===== src/rtl/ps2_scan_rx.sv =====
// PS/2 keyboard receiver: synchronizes and filters the PS/2 clock, deframes
// 11-bit frames, folds E0/F0 prefixes into flags and queues key events.
module ps2_scan_rx #(
  parameter int FIFO_DEPTH     = 8,
  parameter int FILTER_LEN     = 4,
  parameter int TIMEOUT_CYCLES = 50000
) (
  input  logic       clk,
  input  logic       rst,
  input  logic       ps2_clk_async,
  input  logic       ps2_data_async,
  output logic       out_valid,
  input  logic       out_ready,
  output logic [7:0] out_code,
  output logic       out_break,
  output logic       out_ext,
  output logic       overflow,
  input  logic       ovf_clear,
  output logic       frame_err,
  output logic [7:0] err_count
);

  localparam int PTR_W = $clog2(FIFO_DEPTH);
  localparam int CNT_W = PTR_W + 1;
  localparam int FLT_W = $clog2(FILTER_LEN + 1);
  localparam int TO_W  = $clog2(TIMEOUT_CYCLES + 1);

  typedef enum logic [1:0] {IDLE, RECV, CHECK} state_t;

  logic             clk_s1_q, clk_s2_q, dat_s1_q, dat_s2_q;
  logic             filt_q, filt_d;
  logic [FLT_W-1:0] flt_cnt_q, flt_cnt_d;
  state_t           state_q, state_d;
  logic [3:0]       bit_cnt_q, bit_cnt_d;
  logic [7:0]       shift_q, shift_d;
  logic             par_q, par_d, stop_q, stop_d;
  logic [TO_W-1:0]  to_cnt_q, to_cnt_d;
  logic             brk_q, brk_d, ext_q, ext_d;
  logic             ferr_q, ferr_d;
  logic [7:0]       errc_q, errc_d;
  logic             ovf_q, ovf_d;
  logic [PTR_W-1:0] rd_ptr_q, rd_ptr_d, wr_ptr_q, wr_ptr_d;
  logic [CNT_W-1:0] cnt_q, cnt_d;
  logic [9:0]       mem_q [FIFO_DEPTH];
  logic [9:0]       head;
  logic             fall, push, pop, full, wr_en;

  // Filtered level flips only after FILTER_LEN consecutive disagreeing samples.
  always_comb begin
    filt_d    = filt_q;
    flt_cnt_d = '0;
    if (clk_s2_q != filt_q) begin
      if (flt_cnt_q == FLT_W'(FILTER_LEN - 1)) filt_d = clk_s2_q;
      else flt_cnt_d = flt_cnt_q + 1'b1;
    end
  end

  assign fall = filt_q & ~filt_d;

  always_comb begin
    state_d   = state_q;
    bit_cnt_d = bit_cnt_q;
    shift_d   = shift_q;
    par_d     = par_q;
    stop_d    = stop_q;
    to_cnt_d  = '0;
    brk_d     = brk_q;
    ext_d     = ext_q;
    ferr_d    = 1'b0;
    push      = 1'b0;
    unique case (state_q)
      IDLE: begin
        bit_cnt_d = '0;
        if (fall && !dat_s2_q) state_d = RECV;
      end
      RECV: begin
        if (fall) begin
          bit_cnt_d = bit_cnt_q + 1'b1;
          if (bit_cnt_q < 4'd8) shift_d = {dat_s2_q, shift_q[7:1]};
          else if (bit_cnt_q == 4'd8) par_d = dat_s2_q;
          else begin
            stop_d  = dat_s2_q;
            state_d = CHECK;
          end
        end else if (to_cnt_q == TO_W'(TIMEOUT_CYCLES - 1)) begin
          state_d = IDLE;
          ferr_d  = 1'b1;
          brk_d   = 1'b0;
          ext_d   = 1'b0;
        end else begin
          to_cnt_d = to_cnt_q + 1'b1;
        end
      end
      CHECK: begin
        state_d   = IDLE;
        bit_cnt_d = '0;
        if ((^{shift_q, par_q}) && stop_q) begin
          if (shift_q == 8'hE0) ext_d = 1'b1;
          else if (shift_q == 8'hF0) brk_d = 1'b1;
          else begin
            push  = 1'b1;
            brk_d = 1'b0;
            ext_d = 1'b0;
          end
        end else begin
          ferr_d = 1'b1;
          brk_d  = 1'b0;
          ext_d  = 1'b0;
        end
      end
      default: state_d = IDLE;
    endcase
  end

  always_comb begin
    errc_d = errc_q;
    if (ferr_d && errc_q != 8'hFF) errc_d = errc_q + 1'b1;
  end

  assign full  = (cnt_q == CNT_W'(FIFO_DEPTH));
  assign pop   = out_valid & out_ready;
  // A pop in the same cycle frees the slot, so a full FIFO still takes the push.
  assign wr_en = push & (~full | pop);

  always_comb begin
    rd_ptr_d = rd_ptr_q + PTR_W'(pop);
    wr_ptr_d = wr_ptr_q + PTR_W'(wr_en);
    cnt_d    = cnt_q + CNT_W'(wr_en) - CNT_W'(pop);
    ovf_d    = ovf_q;
    if (push && full && !pop) ovf_d = 1'b1;
    else if (ovf_clear) ovf_d = 1'b0;
  end

  always_ff @(posedge clk) begin
    if (rst) begin
      clk_s1_q  <= 1'b1;
      clk_s2_q  <= 1'b1;
      dat_s1_q  <= 1'b1;
      dat_s2_q  <= 1'b1;
      filt_q    <= 1'b1;
      flt_cnt_q <= '0;
      state_q   <= IDLE;
      bit_cnt_q <= '0;
      shift_q   <= '0;
      par_q     <= 1'b0;
      stop_q    <= 1'b0;
      to_cnt_q  <= '0;
      brk_q     <= 1'b0;
      ext_q     <= 1'b0;
      ferr_q    <= 1'b0;
      errc_q    <= '0;
      ovf_q     <= 1'b0;
      rd_ptr_q  <= '0;
      wr_ptr_q  <= '0;
      cnt_q     <= '0;
    end else begin
      clk_s1_q  <= ps2_clk_async;
      clk_s2_q  <= clk_s1_q;
      dat_s1_q  <= ps2_data_async;
      dat_s2_q  <= dat_s1_q;
      filt_q    <= filt_d;
      flt_cnt_q <= flt_cnt_d;
      state_q   <= state_d;
      bit_cnt_q <= bit_cnt_d;
      shift_q   <= shift_d;
      par_q     <= par_d;
      stop_q    <= stop_d;
      to_cnt_q  <= to_cnt_d;
      brk_q     <= brk_d;
      ext_q     <= ext_d;
      ferr_q    <= ferr_d;
      errc_q    <= errc_d;
      ovf_q     <= ovf_d;
      rd_ptr_q  <= rd_ptr_d;
      wr_ptr_q  <= wr_ptr_d;
      cnt_q     <= cnt_d;
    end
  end

  always_ff @(posedge clk) begin
    if (!rst && wr_en) mem_q[wr_ptr_q] <= {brk_q, ext_q, shift_q};
  end

  assign head      = mem_q[rd_ptr_q];
  assign out_valid = (cnt_q != '0);
  assign out_code  = out_valid ? head[7:0] : '0;
  assign out_ext   = out_valid & head[8];
  assign out_break = out_valid & head[9];
  assign overflow  = ovf_q;
  assign frame_err = ferr_q;
  assign err_count = errc_q;

endmodule

===== config.mk =====
export PLATFORM = sky130hd
export DESIGN_NAME = ps2_scan_rx
export DESIGN_NICKNAME = d
export VERILOG_FILES = /design/src/rtl/ps2_scan_rx.sv
export SDC_FILE = /design/constraint.sdc
export NUM_CORES = 1
export LEC_CHECK = 0
export ABC_CLOCK_PERIOD_IN_PS = 6150
export CAP_MARGIN = 20
export CELL_PAD_IN_SITES_DETAIL_PLACEMENT = 1
export CELL_PAD_IN_SITES_GLOBAL_PLACEMENT = 1
export CORE_UTILIZATION = 52
export DETAILED_ROUTE_END_ITERATION = 6
export PLACE_DENSITY = 0.82
export SYNTH_ARGS = -nofsm -noshare
export SYNTH_HDL_FRONTEND = slang
export SYNTH_SLANG_ARGS = --single-unit

===== constraint.sdc =====
create_clock -name clk -period 6.15 [get_ports clk]
set_clock_uncertainty 0.1 [all_clocks]
set_input_delay 0.615 -clock clk [delete_from_list [all_inputs] [get_ports clk]]
set_output_delay 0.615 -clock clk [all_outputs]
set_load 0.005 [all_outputs]

==> impl_metrics.env <==
export IMPL_status="finished, final reports clean"
export IMPL_num_io_pins=27
export IMPL_cts_inserted_buffers=17
export IMPL_drt_iter0_drc=297
export IMPL_slew_headroom=0.258
export IMPL_ys_seq_elements=142
export IMPL_p_per_area_mw_per_mm2=362
export IMPL_swShare=0.253
export IMPL_drt_wl_total_um=14400
export IMPL_ys_warn_count=0
export IMPL_rows=39
export IMPL_routabilityCongestion=0.737
export IMPL_syn_area_per_cell_um2=12.7
export IMPL_cts_repair_resize_count=0
export IMPL_finalHoldViolations=0
export IMPL_tightest_slew_ps=1110
export IMPL_setup_viol=0
export IMPL_dpl_instance_area_mm2=0.00647
export IMPL_fin_crit_ps=3460
export IMPL_post_place_ws_ps=2740
export IMPL_postCtsSetupBuffers=0
export IMPL_rsz0062_at_grt="no"
export IMPL_finish_instance_area_mm2=0.00709
export IMPL_synth_seq_area_share=0.602
export IMPL_sequentialPowerShare=0.407
export IMPL_remaining_drc_errors=0
export IMPL_syn_to_final_growth_pct=17.1
export IMPL_final_nets=532
export IMPL_min_period_over_period=0.563
export IMPL_diodes=0
export IMPL_cts_hold_buf=0
export IMPL_path_max_fanout=13
export IMPL_synth_async_reset_ratio=0
export IMPL_drtAntennaViolNets=0
export IMPL_startpoint_type="register"
export IMPL_clkSinkCount=142
export IMPL_routed_via_density=5.85
export IMPL_p_leak_uw=0.00246
export IMPL_grt_pass1_wl_um=22100
export IMPL_tritoncts="built"
export IMPL_cp_data_arrival_time_ps=3400
export IMPL_critPathCaptureType="register"
export IMPL_yosysUniqueCellTypes=49
export IMPL_fp_dieH_um=110
export IMPL_hpwl_um=8870
export IMPL_grt_pass1_vias=4100
export IMPL_final_common_cell="edfxtp_1"
export IMPL_clock_latency_ps=420
export IMPL_synth_edf_count=80
export IMPL_postSynthNetCount=500
export IMPL_coreArea_mm2=0.0114
export IMPL_ctsLongestPathBuffers=2
export IMPL_drive_gt1_frac=0.140
export IMPL_gr_total_overflow=0
export IMPL_grt_max_degree=55
export IMPL_synthTopCellsByArea="edfxtp_1 (40%), dfxtp_1 (21%), mux4_2 (7.4%), ha_1 (3.7%), nor2_1 (3.7%)"
export IMPL_first_pass_iters=4
export IMPL_io_buffers=26
export IMPL_total_power_uw=2560
export IMPL_yosys_area_top_type="edfxtp_1"
export IMPL_p_switching_uw=648
export IMPL_crit_chain="xor3_4 > a211oi_1 > mux2i_1 > nand2b_1 > inv_1 > nand3b_1 > nor2_1"
export IMPL_mostFrequentLayoutCells="edfxtp_1 (80), dfxtp_1 (62), nor2_1 (59)"
export IMPL_synth_top_area_frac=0.397
export IMPL_worstHoldPathType="reg2reg"
export IMPL_fin_tns_setup_ps=0
export IMPL_die_width_um=110
export IMPL_place_inst=631
export IMPL_antenna_found_initial=0
export IMPL_grt_util_all_layers=0.255
export IMPL_vias=3876
export IMPL_drt_wirelength_per_cell_um=21.8
export IMPL_dieArea_mm2=0.0121
export IMPL_p_int_uw=1920
export IMPL_ctsRootBufferMaster="clkbuf_16"
export IMPL_crit_required_ps=6080
export IMPL_slew_violations=0
export IMPL_synth_ff_type="edfxtp_1"
export IMPL_worstSetupPathType="reg2reg"
export IMPL_path_clk_slew_ps=60
export IMPL_final_cells=663
export IMPL_drv_cap=0
export IMPL_start_util=0.532
export IMPL_cpPeakStageDelay_ps=880
export IMPL_netlist_instances=475
export IMPL_p_comb_frac=0.171
export IMPL_cp_slowest_cell="nor2_1"
export IMPL_vdd_ir_drop_max_mv=0.166
export IMPL_netlist_area_mm2=0.00605
export IMPL_clock_fmax_mhz=289
export IMPL_clock_power_share=0.422
export IMPL_worst_slack_ps=2690
export IMPL_htree_levels=4
## final cells by class
class	count	area [µm²]
sequential	142	3640
fill	1119	4280
timing repair buffer	32	300
clock buffer	18	439
multi-input combinational	290	2250
clock inverter	14	181
inverter	24	90.1
tap	143	179
## worst paths after layout
check | start | cells past startpoint | to | slack (ps)
hold / removal | dat_s1_q | 1 | dat_s2_q | 310
hold reg to reg | dat_s1_q | 1 | dat_s2_q | 310
setup / recovery | shift_q[7] | 7 | mem_q[7][2] | 2690
setup reg to reg | shift_q[7] | 7 | mem_q[7][2] | 2690
## metrics by stage
step / utilization / hold WS (ps)
final: 0.623 / 312
after global routing: 0.623 / 332
after CTS: 0.623 / 314
after detailed placement: 0.569 / 299
after global placement: 0.569 / 294
after floorplan: - / 289
## sequential cells by signal, indices dropped and copies added (netlist names), 2 cells and up
| signal | cells |
|---|---|
| mem_q | 80 |
| to_cnt_q | 16 |
| err_count | 8 |
| shift_q | 8 |
| bit_cnt_q | 4 |
| cnt_q | 4 |
| flt_cnt_q | 3 |
| rd_ptr_q | 3 |
| wr_ptr_q | 3 |
| state_q | 2 |
## cells by family (layout without fill, tap and decap cells)
family	Yosys count	count (layout)	synth area share
simple gates	159	159	0.133
flops	142	142	0.602
compound gates	47	47	0.0461
buf+inv	43	88	0.0279
mux	40	40	0.109
xor+xnor	25	25	0.0418
fa+ha+maj	19	19	0.0405
## power groups by stage
stage	clock network (µW)	registers [µW]	logic [µW]
floorplan	0	1050	290
CTS	1090	1040	448
global placement	0	1060	421
global route	1120	1050	490
detailed placement	0	1060	439
finish	1080	1040	438
## worst max-delay path: cells and delay by family (launching register included)
| kind | cells | cell delay [ps] |
|---|---|---|
| AND/OR/NAND/NOR | 3 | 1280 |
| flip-flops | 1 | 610 |
| buffers and inverters | 1 | 120 |
| XOR/XNOR | 1 | 520 |
| AO/OA/AOI/OAI | 1 | 260 |
| multiplexers | 1 | 180 |
## layer usage
metal / global-route usage / part of all wire / routed length, µm / vias up
met1: 0.301 / 0.42 / 6070 / 1966
met5: 0 / 0 / 0 / -
met4: 0.129 / 0.030 / 430 / 0
met3: 0.0492 / 0.029 / 413 / 38
li1: - / - / - / 1783
met2: 0.444 / 0.52 / 7510 / 89
## synth_stat cells, types with 2 or more instances
cell and number:
nand2b_1 5, a211oi_1 4, nor3b_1 4, mux2_2 5
xor2_1 10, mux4_2 20, and3_1 4, or2_2 5
nor4bb_1 2, dfxtp_1 62, nor4_1 3, nor3_1 7
and4_1 3, a21oi_1 17, and3b_1 2, clkbuf_1 14
nor2_1 59, or4_1 2, buf_1 4, o21ai_0 16
nand4_1 5, mux2i_1 15, nand3_1 11, xnor2_1 13
edfxtp_1 80, nand3b_1 2, or3_1 3, ha_1 18
nor2b_1 12, and2_1 5, nand2_1 22, inv_1 24
Note: power is estimated with default switching activity, not from simulation.
